## config.mk

```make
export PLATFORM = sky130hd
export DESIGN_NAME = led_frame_sched
export DESIGN_NICKNAME = d
export VERILOG_FILES = /design/src/rtl/led_frame_sched_pkg.sv /design/src/rtl/led_tick_gen.sv /design/src/rtl/led_frame_sched.sv
export SDC_FILE = /design/constraint.sdc
export NUM_CORES = 1
export LEC_CHECK = 0
export ABC_AREA = 1
export CORE_ASPECT_RATIO = 0.5
export CORE_MARGIN = 2
export CORE_UTILIZATION = 40
export CTS_BUF_LIST = sky130_fd_sc_hd__clkbuf_2
export DETAILED_ROUTE_END_ITERATION = 16
export PLACE_DENSITY_LB_ADDON = 0.05
export SLEW_MARGIN = 0
export SYNTH_ARGS = -nofsm -noshare
export SYNTH_HDL_FRONTEND = slang
export SYNTH_SLANG_ARGS = --single-unit
```

## constraint.sdc

```tcl
create_clock -name clk -period 2.7 [get_ports clk]
set_input_delay 0.54 -clock clk [delete_from_list [all_inputs] [get_ports clk]]
set_output_delay 0.54 -clock clk [all_outputs]
set_load 0.01 [all_outputs]
```

## src/rtl/led_frame_sched_pkg.sv

```systemverilog
// Shared LED scheduler types: FSM state encoding, brightness type and default slot period.
package led_frame_sched_pkg;

    localparam int unsigned BRIGHT_W       = 5;
    localparam int unsigned DEF_PERIOD_CYC = 3000000;

    typedef logic [BRIGHT_W-1:0] bright_t;

    typedef enum logic [1:0] {
        ST_OFF       = 2'd0,
        ST_RAMP_UP   = 2'd1,
        ST_ON        = 2'd2,
        ST_RAMP_DOWN = 2'd3
    } led_state_e;

endpackage

```

## src/rtl/led_tick_gen.sv

```systemverilog
// Frame slot counter: wraps every PERIOD_CYC cycles and pulses tick on the last count.
module led_tick_gen
    import led_frame_sched_pkg::*;
#(
    parameter int unsigned PERIOD_CYC = DEF_PERIOD_CYC
) (
    input  logic clk,
    input  logic rst_n,
    output logic tick
);

    localparam int unsigned CNT_W = (PERIOD_CYC > 1) ? $clog2(PERIOD_CYC) : 1;
    localparam logic [CNT_W-1:0] LAST = CNT_W'(PERIOD_CYC - 1);

    logic [CNT_W-1:0] cnt_q;
    logic [CNT_W-1:0] cnt_n;

    always_comb begin
        cnt_n = (cnt_q == LAST) ? '0 : cnt_q + CNT_W'(1);
    end

    // tick is registered alongside the count so it is high exactly while cnt_q == LAST
    always_ff @(posedge clk or negedge rst_n) begin
        if (!rst_n) begin
            cnt_q <= '0;
            tick  <= 1'b0;
        end else begin
            cnt_q <= cnt_n;
            tick  <= (cnt_n == LAST);
        end
    end

endmodule

```

## src/rtl/led_frame_sched.sv

```systemverilog
// Paces LED frame updates to fixed slots and ramps SK9822 global brightness on en changes.
module led_frame_sched
    import led_frame_sched_pkg::*;
#(
    parameter int unsigned PERIOD_CYC    = DEF_PERIOD_CYC,
    parameter int unsigned MAX_BRIGHT    = 31,
    parameter int unsigned REFRESH_TICKS = 8
) (
    input  logic                clk,
    input  logic                rst_n,
    input  logic                en,
    input  logic                start_i,
    input  logic                busy_i,
    output logic                update_o,
    output logic                led_en_o,
    output logic [BRIGHT_W-1:0] bright_o,
    output logic [7:0]          overrun_cnt_o
);

    localparam int unsigned REF_W = $clog2(REFRESH_TICKS + 1);
    localparam bright_t     BMAX  = BRIGHT_W'(MAX_BRIGHT);

    logic             tick;
    led_state_e       state_q;
    led_state_e       state_n;
    bright_t          bright_n;
    logic             go_down;
    logic             pending_q;
    logic             deferred_q;
    logic [REF_W-1:0] refresh_q;
    logic             refresh_due;
    logic             ramping;
    logic             req_c;

    led_tick_gen #(
        .PERIOD_CYC (PERIOD_CYC)
    ) u_tick_gen (
        .clk   (clk),
        .rst_n (rst_n),
        .tick  (tick)
    );

    // Brightness FSM: state and brightness only move on slot ticks
    always_comb begin
        state_n  = state_q;
        bright_n = bright_o;
        go_down  = 1'b0;
        if (tick) begin
            case (state_q)
                ST_OFF: begin
                    if (en) state_n = ST_RAMP_UP;
                end
                ST_RAMP_UP: begin
                    if (!en) begin
                        go_down = 1'b1;
                    end else if (bright_o < BMAX) begin
                        bright_n = bright_o + BRIGHT_W'(1);
                        if (bright_n == BMAX) state_n = ST_ON;
                    end else begin
                        state_n = ST_ON;
                    end
                end
                ST_ON: begin
                    if (!en) go_down = 1'b1;
                end
                ST_RAMP_DOWN: begin
                    if (en) state_n = ST_RAMP_UP;
                    else    go_down = 1'b1;
                end
                default: state_n = ST_OFF;
            endcase
            if (go_down) begin
                if (bright_o > BRIGHT_W'(1)) begin
                    bright_n = bright_o - BRIGHT_W'(1);
                    state_n  = ST_RAMP_DOWN;
                end else begin
                    bright_n = '0;
                    state_n  = ST_OFF;
                end
            end
        end
    end

    always_ff @(posedge clk or negedge rst_n) begin
        if (!rst_n) begin
            state_q  <= ST_OFF;
            bright_o <= '0;
            led_en_o <= 1'b0;
        end else begin
            state_q  <= state_n;
            bright_o <= bright_n;
            led_en_o <= (state_n != ST_OFF);
        end
    end

    // A ramp transition on either side of the tick changes brightness, so it always sends a frame
    always_comb begin
        refresh_due = (refresh_q >= REF_W'(REFRESH_TICKS - 1));
        ramping     = (state_q == ST_RAMP_UP) || (state_q == ST_RAMP_DOWN) ||
                      (state_n == ST_RAMP_UP) || (state_n == ST_RAMP_DOWN);
        req_c       = tick && (state_q != ST_OFF) && (pending_q || ramping || refresh_due);
    end

    // Update issue path: a single deferred slot; spacing guard keeps update_o from repeating back-to-back
    always_ff @(posedge clk or negedge rst_n) begin
        if (!rst_n) begin
            update_o      <= 1'b0;
            pending_q     <= 1'b0;
            deferred_q    <= 1'b0;
            refresh_q     <= '0;
            overrun_cnt_o <= '0;
        end else begin
            update_o  <= 1'b0;
            pending_q <= start_i | (pending_q & ~update_o);

            if (tick && deferred_q && (overrun_cnt_o != 8'hFF)) begin
                overrun_cnt_o <= overrun_cnt_o + 8'd1;
            end

            if (deferred_q) begin
                if (!busy_i && !update_o) begin
                    update_o   <= 1'b1;
                    deferred_q <= 1'b0;
                end
            end else if (req_c) begin
                if (!busy_i && !update_o) update_o   <= 1'b1;
                else                      deferred_q <= 1'b1;
            end

            if (state_q == ST_OFF) begin
                refresh_q <= '0;
            end else if (tick) begin
                if (req_c)             refresh_q <= '0;
                else if (!refresh_due) refresh_q <= refresh_q + REF_W'(1);
            end
        end
    end

endmodule
```

Yosys cells after proc, flatten, opt, wreduce, memory -nomap -nowiden:

Index checks and enable logic that the tools add are counted.

* equality and inequality tests: 10
* multiplexer cells: 27
* add/subtract/negate cells: 5
* reductions and logical operators: 23
* magnitude comparators: 3
* bitwise operators: 3

Operators with widths (number)
* 22-bit equality test, second input constant: 2
* 5-bit two-way mux: 5
* 22-bit by 1-bit adder with 22-bit output, second input constant: 1
* 22-bit two-way mux: 1
* 4-bit two-way mux: 4
* 2-bit two-way mux: 7
* 2-bit nonzero test: 6
* 1-bit two-way mux: 9
* 8-bit by 1-bit adder with 8-bit output, second input constant: 1
* 8-bit inequality test, second input constant: 1
* 2-bit equality test, second input constant: 3
* 5-bit by 1-bit adder with 5-bit output, second input constant: 1
* 5-bit equality test, second input constant: 1
* 5-bit by 1-bit greater-than comparator with 1-bit output, second input constant: 1
* 1-bit logical AND: 5
* 1-bit logical OR: 5
* 5-bit less-than comparator, second input constant: 1
* 5-bit by 1-bit subtractor with 5-bit output, second input constant: 1
* 4-bit by 1-bit adder with 4-bit output, second input constant: 1
* 2-bit by 1-bit equality test with 1-bit output, second input constant: 2
* 4-bit by 3-bit greater-or-equal comparator with 1-bit output, second input constant: 1
* 2-bit case mux with 2 select lines: 1
* 4-bit AND reduction: 1
* 3-bit by 1-bit inequality test with 1-bit output, second input constant: 1
* other kinds (8): 9

* input port bits: 5
* word-level logic and storage cells: 81
* output and inout port bits: 15
* register bits after elaboration: 46

Depth between registers and ports, before layout:

Gate-level depths: netlist of the first run.

* depth in word-level cells: 17
* mapped depth: 16
* gate-level depth less buffers: 16

Modules after synthesis:

From an unflattened synthesis of the first run, not the netlist that was laid out.

* cell total of the unflattened synthesis: 393
* area, all modules: 2869.0 µm²

Modules (own cells, without submodules)
* led_tick_gen: instances 1, seq. area each 575.6 µm², area each 1491.4 µm², cells an instance 226
* led_frame_sched: instances 1, seq. area each 575.6 µm², area each 1377.6 µm², cells an instance 167

Least setup slack after synthesis of the first run:

Ideal clock, no wire load.

* kind: register to register
* start: register state_q[0]
* end: register bright_o[2]
* period minus slack after synthesis: 1.882 ns
* cell stages (with the launch flop): 8
* path slack: 0.818 ns
* library setup time: 0.121 ns
* buffers on the path: 0
* arrival time: 1.761 ns
* path through: dfrtp_1 -> inv_1 -> ha_1 -> nor2_1 -> nor2_1 -> nor4_4 -> o21ai_0 -> a22o_1

* cells in the longest elaborated chain, start to end: 6

Ends and longest elaborated chain
* start, declared: RTL line led_frame_sched.sv:24 `led_state_e state_q;`
* start signal, assigned: RTL line led_frame_sched.sv:90 `state_q <= state_n;`
* 2-bit by 1-bit equality test with 1-bit output / 2-bit equality test (equally long branches): RTL line led_frame_sched.sv:49 `case (state_q)`
* 3-bit OR reduction (no line)
* 1-bit two-way mux
* 1-bit two-way mux: RTL line led_frame_sched.sv:48 `if (tick) begin`
* 2-bit nonzero test (no line)
* 4-bit AND reduction (no line)
* end signal, assigned: RTL line led_frame_sched.sv:91 `bright_o <= bright_n;`
* end, declared: RTL line led_frame_sched.sv:16 `output logic [BRIGHT_W-1:0] bright_o,`

Several ways; a longest one is shown, not always the timed one. The select of a mux whose other input is x is not followed.
A chain may end at the register's enable or synchronous reset.

Worst setup path in the final report of the first run:

* start: register bright_o[0]
* end: output port bright_o[0]

No word-level cell between the ends.

==> impl_metrics.toml, run 1 <==
[pwr]
clkPwrFrac_pct = 33.0
vdd_drop_max_v = 0.000177
seqPwrFrac_pct = 61.8
leakagePower_nw = 1.58
power_mw = 1.13
intPower_mw = 0.864
combPwrFrac_pct = 5.2
netSwitchingPower_mw = 0.267
swShare_pct = 23.6
power.density_nw_per_um2 = 351

[worst_hold_path]
whs_path_depth = 1
worstHoldEndpoint = "u_tick_gen.cnt_q[0]"
worstHoldPathType = "flip-flop to flip-flop"
hold_path_startpoint = "u_tick_gen.cnt_q[0]"

[synth]
ys_ff_latch = 46
netlist_area_um2 = 2840
synth_cell_type_count = 35
ys_warn_count = 0
syn_avg_cell_area_um2 = 7.56
syn_inst = 376
ys_seq_area_share_pct = 40.5
synth.net_count = 392

[floorplanning]
core_um2 = 6780
num_rows = 21
die_h_um = 63.6
die_area_um2 = 7840
dieWidth_um = 123
pin_count = 20
start_util_pct = 42.0

[worst_setup_path]
rr_endpoint = "refresh_q[1]"
end_kind = "primary output"
path_cells = "clkdlybuf4s50_1"
critPathLaunchType = "flip-flop"
worstRegToRegCells = 13
r2r_start = "bright_o[0]"
regToRegSetupSlack_ps = 680
max_stage_delay_ps = 590
cp.required_ps = 2160
worstSetupPathType = "flip-flop to primary output"
crit_family = "buffers and inverters"
path_buf_inv = 1
cp_max_fo = 7
crit_arrival_ps = 1570
critPathSlowestCell = "clkdlybuf4s50_1"

[drt]
drt-initial-drc-count = 175
m1WireLength_um = 3210
vias = 2470
drc = 0
route.met3.wl_um = 362
highest_layer = "met4"
ant_nets = 0
viasPerCell = 4.98
wl_um = 6600
detail_route.first_pass.iterations = 5
met2_wirelength_um = 2970
wire_per_inst_um = 13.3

[timing]
relSlewSlack_pct = 68.7
setup_viol = 0
setup_ws_ps = 591
final_max_slew_viol_count = 0
rsz0062_at_grt = "false"
skew_ps = 11.2
clock.fmax_mhz = 474
finalHoldViolations = 0
period_needed_ps = 2110
post-route-period-util_pct = 78.1
fin_tns_setup_ps = 0
tightest_slew_ps = 468

[clock_network]
clockRootBuffer = "clkbuf_2"
clk_latency_ps = 420
cts_tree = "done"
cts_resized = 0
cts.sinks = 46
cts_buffers = 5
cts_max_level = 2
clkTransAtPathRegs_ps = 230
clock_path_buffers = 2

[grt]
grt_max_degree = 32
grt_use_total_pct = 18.5
first_global_vias = 2365
grt_pass1_wl_um = 11200
grt_overflow_total = 0
grt_antenna_before_repair = 0

[place]
place.gp.congestion = 0.935
hpwl_um = 5110
place_ws_ps = 420
port_buffers = 19

[finish]
diodes = 0
nNetsFinal = 420
synthToLayoutAreaGrowth_pct = 13.3
drive_gt1_share_pct = 7.92

[outcome]
outcome = "completed"

[flow_run]
maxCapViolations = 0
state kept, by name (all words and copies together), names as in the netlist:
register          count
overrun_cnt_o         8
state_q               2
u_tick_gen.tick       1
refresh_q             4
bright_o              5
pending_q             1
u_tick_gen.cnt_q     22
deferred_q            1
update_o              1
led_en_o              1
power by group through the flow:
stage / registers [mW] / clock network, mW / logic (mW)
2_1_floorplan: 0.711 / 0 / 0.0235
3_3_place_gp: 0.711 / 0 / 0.0582
3_5_place_dp: 0.711 / 0 / 0.0589
4_1_cts: 0.700 / 0.393 / 0.0599
5_1_grt: 0.701 / 0.433 / 0.0681
6_report: 0.700 / 0.373 / 0.0584
synthesized netlist by cell type, drive strengths merged:
| cell | n | area [um2] |
|---|---|---|
| nor3 | 14 | 103 |
| xor2 | 11 | 96.3 |
| nor4 | 4 | 40.0 |
| a22o | 1 | 8.76 |
| ha | 11 | 138 |
| a21oi | 7 | 35.0 |
| nor2 | 45 | 191 |
| o21ai | 18 | 90.1 |
| dfrtp | 46 | 1150 |
| nand2 | 88 | 338 |
| a21boi | 2 | 15.0 |
| o21bai | 2 | 15.0 |
| or2 | 4 | 25.0 |
| a31oi | 1 | 6.26 |
| o31ai | 1 | 7.51 |
| nand3 | 31 | 165 |
| o211ai | 1 | 7.51 |
| xnor2 | 2 | 17.5 |
| buf | 1 | 5.00 |
| nor3b | 1 | 12.5 |
| nand3b | 1 | 7.51 |
| inv | 63 | 236 |
| nand4 | 17 | 106 |
| clkinv | 1 | 3.75 |
| a21o | 2 | 15.0 |
| or4 | 1 | 7.51 |
worst max-delay path by stage:
stage                       end  slack [ps]  cells past startpoint         from
global placement       led_en_o         460                      7           en
floorplan           bright_o[2]         820                      7   state_q[0]
CTS                 bright_o[2]         550                      1  bright_o[2]
global route        bright_o[4]         350                      9   state_q[0]
finish              bright_o[0]         590                      1  bright_o[0]
detailed placement     led_en_o         420                      7           en
cells by family (layout without fill, tap and decap cells):
family	Yosys count	after routing	share of synthesized area, %
flops	46	46	40.5
xor+xnor	13	13	4.00
simple gates	206	206	35.0
compound gates	35	35	7.04
buf+inv	65	93	8.62
fa+ha+maj	11	11	4.84
layout by cell type (no fill, tap or decap), types with 2 or more instances in the layout:
master	synthesis	final
nand2_1	85	85
nand2_2	3	3
or2_2	3	3
clkdlybuf4s50_1	0	18
inv_1	59	59
clkinv_1	1	2
nor3_4	2	2
dfrtp_1	46	46
a21o_1	2	2
nor3_1	10	10
nand3_1	29	29
nor2_2	3	3
clkbuf_2	0	5
inv_2	4	4
nand3_2	2	2
o21bai_1	2	2
a21boi_0	2	2
nor2_4	2	2
nor4_1	3	3
nor2_1	40	40
xnor2_1	2	2
buf_4	0	2
xor2_1	11	11
a21oi_1	7	7
nand4_1	17	17
nor3_2	2	2
ha_1	11	11
o21ai_0	18	18
cell type report:
cell class	instances	area, um2
flip-flops and latches	46	1150
repair buffers	22	210
inverters	64	240
clock inverters	2	33.8
fillers	686	3560
multi-input cells	265	1450
well taps	92	115
clock buffers	5	25.0
layer usage:
layer | vias to the layer above | track usage (%)
met5 | - | 0
met4 | 0 | 4.97
li1 | 1271 | -
met1 | 1146 | 24.8
met3 | 6 | 5.71
met2 | 47 | 28.8
timing repair:
| item | CTS | global route |
|---|---|---|
| hold endpoints to repair | 15 | 0 |
| setup endpoints to repair | 0 | 0 |
| setup buffers | 0 | 0 |
| hold buffers | 1 | 0 |
stage by stage:
step / utilization [%] / area, um2 / hold slack [ps] / std cells
3_3_place_gp: 46.5 / 3150 / 476 / 488
6_report: 47.5 / 3220 / 512 / 496
2_1_floorplan: - / 2840 / 244 / 376
5_1_grt: 47.5 / 3220 / 473 / 496
4_1_cts: 47.5 / 3220 / 485 / 496
3_5_place_dp: 46.5 / 3150 / 490 / 488
Note: power is estimated with default switching activity, not from simulation.
==> run 2, diff against run 1 <==
Clock period 2.7 ns to 2 ns, I/O delays scaled along.
==> impl_metrics.toml, run 2 (synthesis gave the netlist of run 1 again) <==
[drt]
viasPerCell = 4.99
met2_wirelength_um = 3110
route.met3.wl_um = 305
wl_um = 6710
detail_route.first_pass.iterations = 5
drc = 0
ant_nets = 0
vias = 2601
m1WireLength_um = 3220
highest_layer = "met4"
wire_per_inst_um = 12.9
drt-initial-drc-count = 158

[place]
hpwl_um = 5060
place.gp.congestion = 0.970
place_area_um2 = 3300
place_inst = 506
port_buffers = 19
place_ws_ps = 24.7

[finish]
drive_gt1_share_pct = 17.9
layout_common_cells = "nand2_1, inv_1, dfrtp_1"
regMostFlops = "u_tick_gen.cnt_q"
nFillCells = 659
final_common_cell = "nand2_1"
postLayoutCellArea_um2 = 3510
diodes = 0
instances_no_fill = 521
synthToLayoutAreaGrowth_pct = 23.5
nNetsFinal = 444
largest_reg_flops = 22
top_regs = "u_tick_gen.cnt_q (22), overrun_cnt_o (8), bright_o (5)"

[floorplanning]
num_rows = 21
pin_count = 20
die_area_um2 = 7840
die_h_um = 63.6
core_um2 = 6780
dieWidth_um = 123
start_util_pct = 42.0

[flow_run]
maxCapViolations = 0

[clock_network]
clk_latency_ps = 450
cts_tree = "done"
clockRootBuffer = "clkbuf_2"
cts_max_level = 2
cts.sinks = 46
cts_buffers = 5
clkTransAtPathRegs_ps = 240
clock_path_buffers = 2

[grt]
grt_pass1_wl_um = 11300
grt_use_total_pct = 18.4
grt_antenna_before_repair = 0
grt_overflow_total = 0
first_global_vias = 2505
grt_max_degree = 47

[timing]
period_needed_ps = 1920
final_max_slew_viol_count = 0
post-route-period-util_pct = 95.8
hold_slack_ps = 407
relSlewSlack_pct = 78.9
setup_ws_ps = 84.1
finalHoldViolations = 0
skew_ps = 20.7
clock.fmax_mhz = 522
setup_viol = 0
rsz0062_at_grt = "true"
tightest_slew_ps = 313

[worst_setup_path]
crit_arrival_ps = 2320
end_kind = "flip-flop"
critPathLaunchType = "flip-flop"
cp.required_ps = 2410
cp_max_fo = 6
worstSetupPathType = "flip-flop to flip-flop"

[pwr]
vdd_drop_max_v = 0.000249
leakagePower_nw = 1.70
power_mw = 1.57
power.density_nw_per_um2 = 447

[worst_hold_path]
worstHoldPathType = "input port to asynchronous set/reset pin"

[outcome]
outcome = "completed"
[run 2: path summary, 6_finish.rpt]
kind / from / endpoint / slack, ps / depth (start not counted)
min reg2reg: overrun_cnt_o[4] / overrun_cnt_o[4] / 520 / 1
max: u_tick_gen.cnt_q[0] / u_tick_gen.tick / 80 / 13
max in group asynchronous: rst_n / u_tick_gen.cnt_q[2] / 1330 / 3
max reg2reg: u_tick_gen.cnt_q[0] / u_tick_gen.tick / 80 / 13
min in group clk: start_i / pending_q / 500 / 2
min: rst_n / u_tick_gen.cnt_q[12] / 410 / 3
[run 2: metal layers]
| layer | vias up | track usage, % |
|---|---|---|
| met4 | 0 | 4.55 |
| met1 | 1217 | 24.0 |
| met2 | 59 | 30.6 |
| li1 | 1315 | - |
| met5 | - | 0 |
| met3 | 10 | 4.35 |
[run 2: cell type report]
type | count | area (um2) | area share [%]
Multi-Input combinational cell | 265 | 1520 | 43.4
Clock inverter | 2 | 37.5 | 1.07
Inverter | 64 | 240 | 6.84
Sequential cell | 46 | 1160 | 33.0
Tap cell | 92 | 115 | 3.28
Clock buffer | 6 | 30.0 | 0.855
Timing Repair Buffer | 46 | 405 | 11.5
[run 2: stage by stage]
stage / utilization [%] / setup TNS (ps)
after floorplan: - / 0
after global placement: 48.7 / 0
after detailed placement: 48.7 / 0
after CTS: 49.9 / 0
after global routing: 51.8 / -77.4
final: 51.8 / 0
[run 2: repair_timing]
item	4_1_cts	5_1_grt
hold buffers	1	0
setup buffers	0	6
gates resized for setup	1	26
setup endpoints to repair	1	19
pin swaps	0	4
endpoints found under the hold margin	46	0
[run 2: critical path, cell delays in order (launching register included)]
cell and delay, ps:
dfrtp_1 430, ha_2 210, buf_4 160, nand2_1 60, inv_1 50, nor3_2 100, nand2_1 70, nor2_1 90
nand4_1 80, nor2_1 170, nand4_1 120, nor2_1 160, nand4_1 100, nor2_1 100
[run 2: power by group]
| part | internal, mW | switching (mW) |
|---|---|---|
| logic | 0.0385 | 0.0532 |
| registers | 0.937 | 0.00808 |
| clock network | 0.216 | 0.318 |
| total | 1.19 | 0.379 |
==> run 3, diff against run 2 <==
Settings changed: GPL_TIMING_DRIVEN from default to 0.
==> impl_metrics.toml, run 3 (synthesis gave the netlist of run 1 again) <==
[outcome]
outcome = "completed"

[timing]
tightest_slew_ps = 378
rsz0062_at_grt = "true"
period_needed_ps = 1920
relSlewSlack_pct = 74.8
finalHoldViolations = 0
setup_viol = 0
setup_ws_ps = 78.4
hold_slack_ps = 379
skew_ps = 18.5
post-route-period-util_pct = 96.1
clock.fmax_mhz = 520
final_max_slew_viol_count = 0

[place]
place_area_um2 = 3160
hpwl_um = 4950
place_inst = 488
place_ws_ps = -354
place.gp.congestion = 0.910
port_buffers = 19

[grt]
grt_overflow_total = 0
grt_pass1_wl_um = 11300
grt_use_total_pct = 18.5
grt_antenna_before_repair = 0
first_global_vias = 2497
grt_max_degree = 32

[finish]
drive_gt1_share_pct = 14.6
regMostFlops = "u_tick_gen.cnt_q"
synthToLayoutAreaGrowth_pct = 19.7
largest_reg_flops = 22
instances_no_fill = 510
nNetsFinal = 435
postLayoutCellArea_um2 = 3400
top_regs = "u_tick_gen.cnt_q (22), overrun_cnt_o (8), bright_o (5)"
final_common_cell = "nand2_1"
diodes = 0
layout_common_cells = "nand2_1, inv_1, dfrtp_1"

[worst_setup_path]
regToRegSetupSlack_ps = 80
rr_endpoint = "u_tick_gen.tick"
cp_max_fo = 7
startpoint = "u_tick_gen.cnt_q[0]"
end_kind = "flip-flop"
worstRegToRegCells = 10
crit_arrival_ps = 2300
endpoint = "u_tick_gen.tick"
worstSetupPathType = "flip-flop to flip-flop"
r2r_start = "u_tick_gen.cnt_q[0]"
critPathLaunchType = "flip-flop"
cp.required_ps = 2380

[pwr]
vdd_drop_max_v = 0.000205
power.density_nw_per_um2 = 416
leakagePower_nw = 1.63

[drt]
viasPerCell = 5.07
drc = 0
vias = 2585
drt-initial-drc-count = 140
ant_nets = 0
detail_route.first_pass.iterations = 4
wire_per_inst_um = 13.1
wl_um = 6670

[clock_network]
cts_tree = "done"
clockRootBuffer = "clkbuf_2"
cts_buffers = 5
clock_path_buffers = 2
clk_latency_ps = 430
cts_max_level = 2
cts.sinks = 46
clkTransAtPathRegs_ps = 220

[worst_hold_path]
worstHoldPathType = "input port to asynchronous set/reset pin"

[floorplanning]
die_h_um = 63.6
core_um2 = 6780
dieWidth_um = 123
num_rows = 21
start_util_pct = 42.0
pin_count = 20
die_area_um2 = 7840

[flow_run]
maxCapViolations = 0
-- run 3: cell count changes in the layout (fill, tap and decap cells not counted), sizes merged --
cell           previous run  this run
buf                      27        18
bufinv                    1         0
clkbuf                    6         5
clkdlybuf4s50            17        18
clkinv                    1         2
clkinvlp                  1         0
dlymetal6s2s              1         0
-- run 3: power breakdown --
part	total, mW	internal, mW	switching, mW	leakage (nW)
registers	0.946	0.937	0.00901	0.569
logic	0.0931	0.0400	0.0531	1.04
clock network	0.376	0.0693	0.307	0.0223
-- run 3: through the flow --
| stage | total power, mW | setup TNS [ps] | utilization [%] |
|---|---|---|---|
| floorplan | 0.992 | 0 | - |
| global placement | 1.04 | -40480 | 46.5 |
| detailed placement | 1.04 | -2290 | 46.7 |
| global route | 1.50 | -119 | 50.2 |
| finish | 1.42 | 0 | 50.2 |
| CTS | 1.42 | 0 | 48.3 |
-- run 3: worst min path at each step --
| stage | to |
|---|---|
| after detailed placement | u_tick_gen.cnt_q[5] |
| after global routing | u_tick_gen.cnt_q[1] |
| final | u_tick_gen.cnt_q[1] |
| after floorplan | bright_o[0] |
| after CTS | u_tick_gen.cnt_q[5] |
| after global placement | overrun_cnt_o[4] |
-- run 3: critical path: stages, from the launching register on --
cell and delay [ps]:
dfrtp_1 460, ha_4 210, nand3_4 150, nor2_4 170
xor2_2 180, nand4_1 120, nor2_1 160, nand4_1 120
nor2_1 130, nand4_1 90, nor2_1 90
-- run 3: area by class of cell --
| type | instances | area [um2] |
|---|---|---|
| buffer | 1 | 5.00 |
| clock buffer | 5 | 25.0 |
| clock inverter | 1 | 3.75 |
| fill | 674 | 3370 |
| inverter | 64 | 243 |
| multi-input combinational | 265 | 1530 |
| sequential | 46 | 1160 |
| tap | 92 | 115 |
| timing repair buffer | 36 | 328 |
-- run 3: metal layers --
metal	track usage [%]	share of wire (%)
met2	30.9	48
met5	0	0
met4	4.97	0.75
met1	23.7	46
met3	4.62	5.0
-- run 3: what timing repair did --
item	CTS	global route
endpoints found under the hold margin	15	0
pin swaps	2	4
setup endpoints to repair	14	20
hold buffers	1	0
buffers inserted	6	9
gates resized for setup	7	17
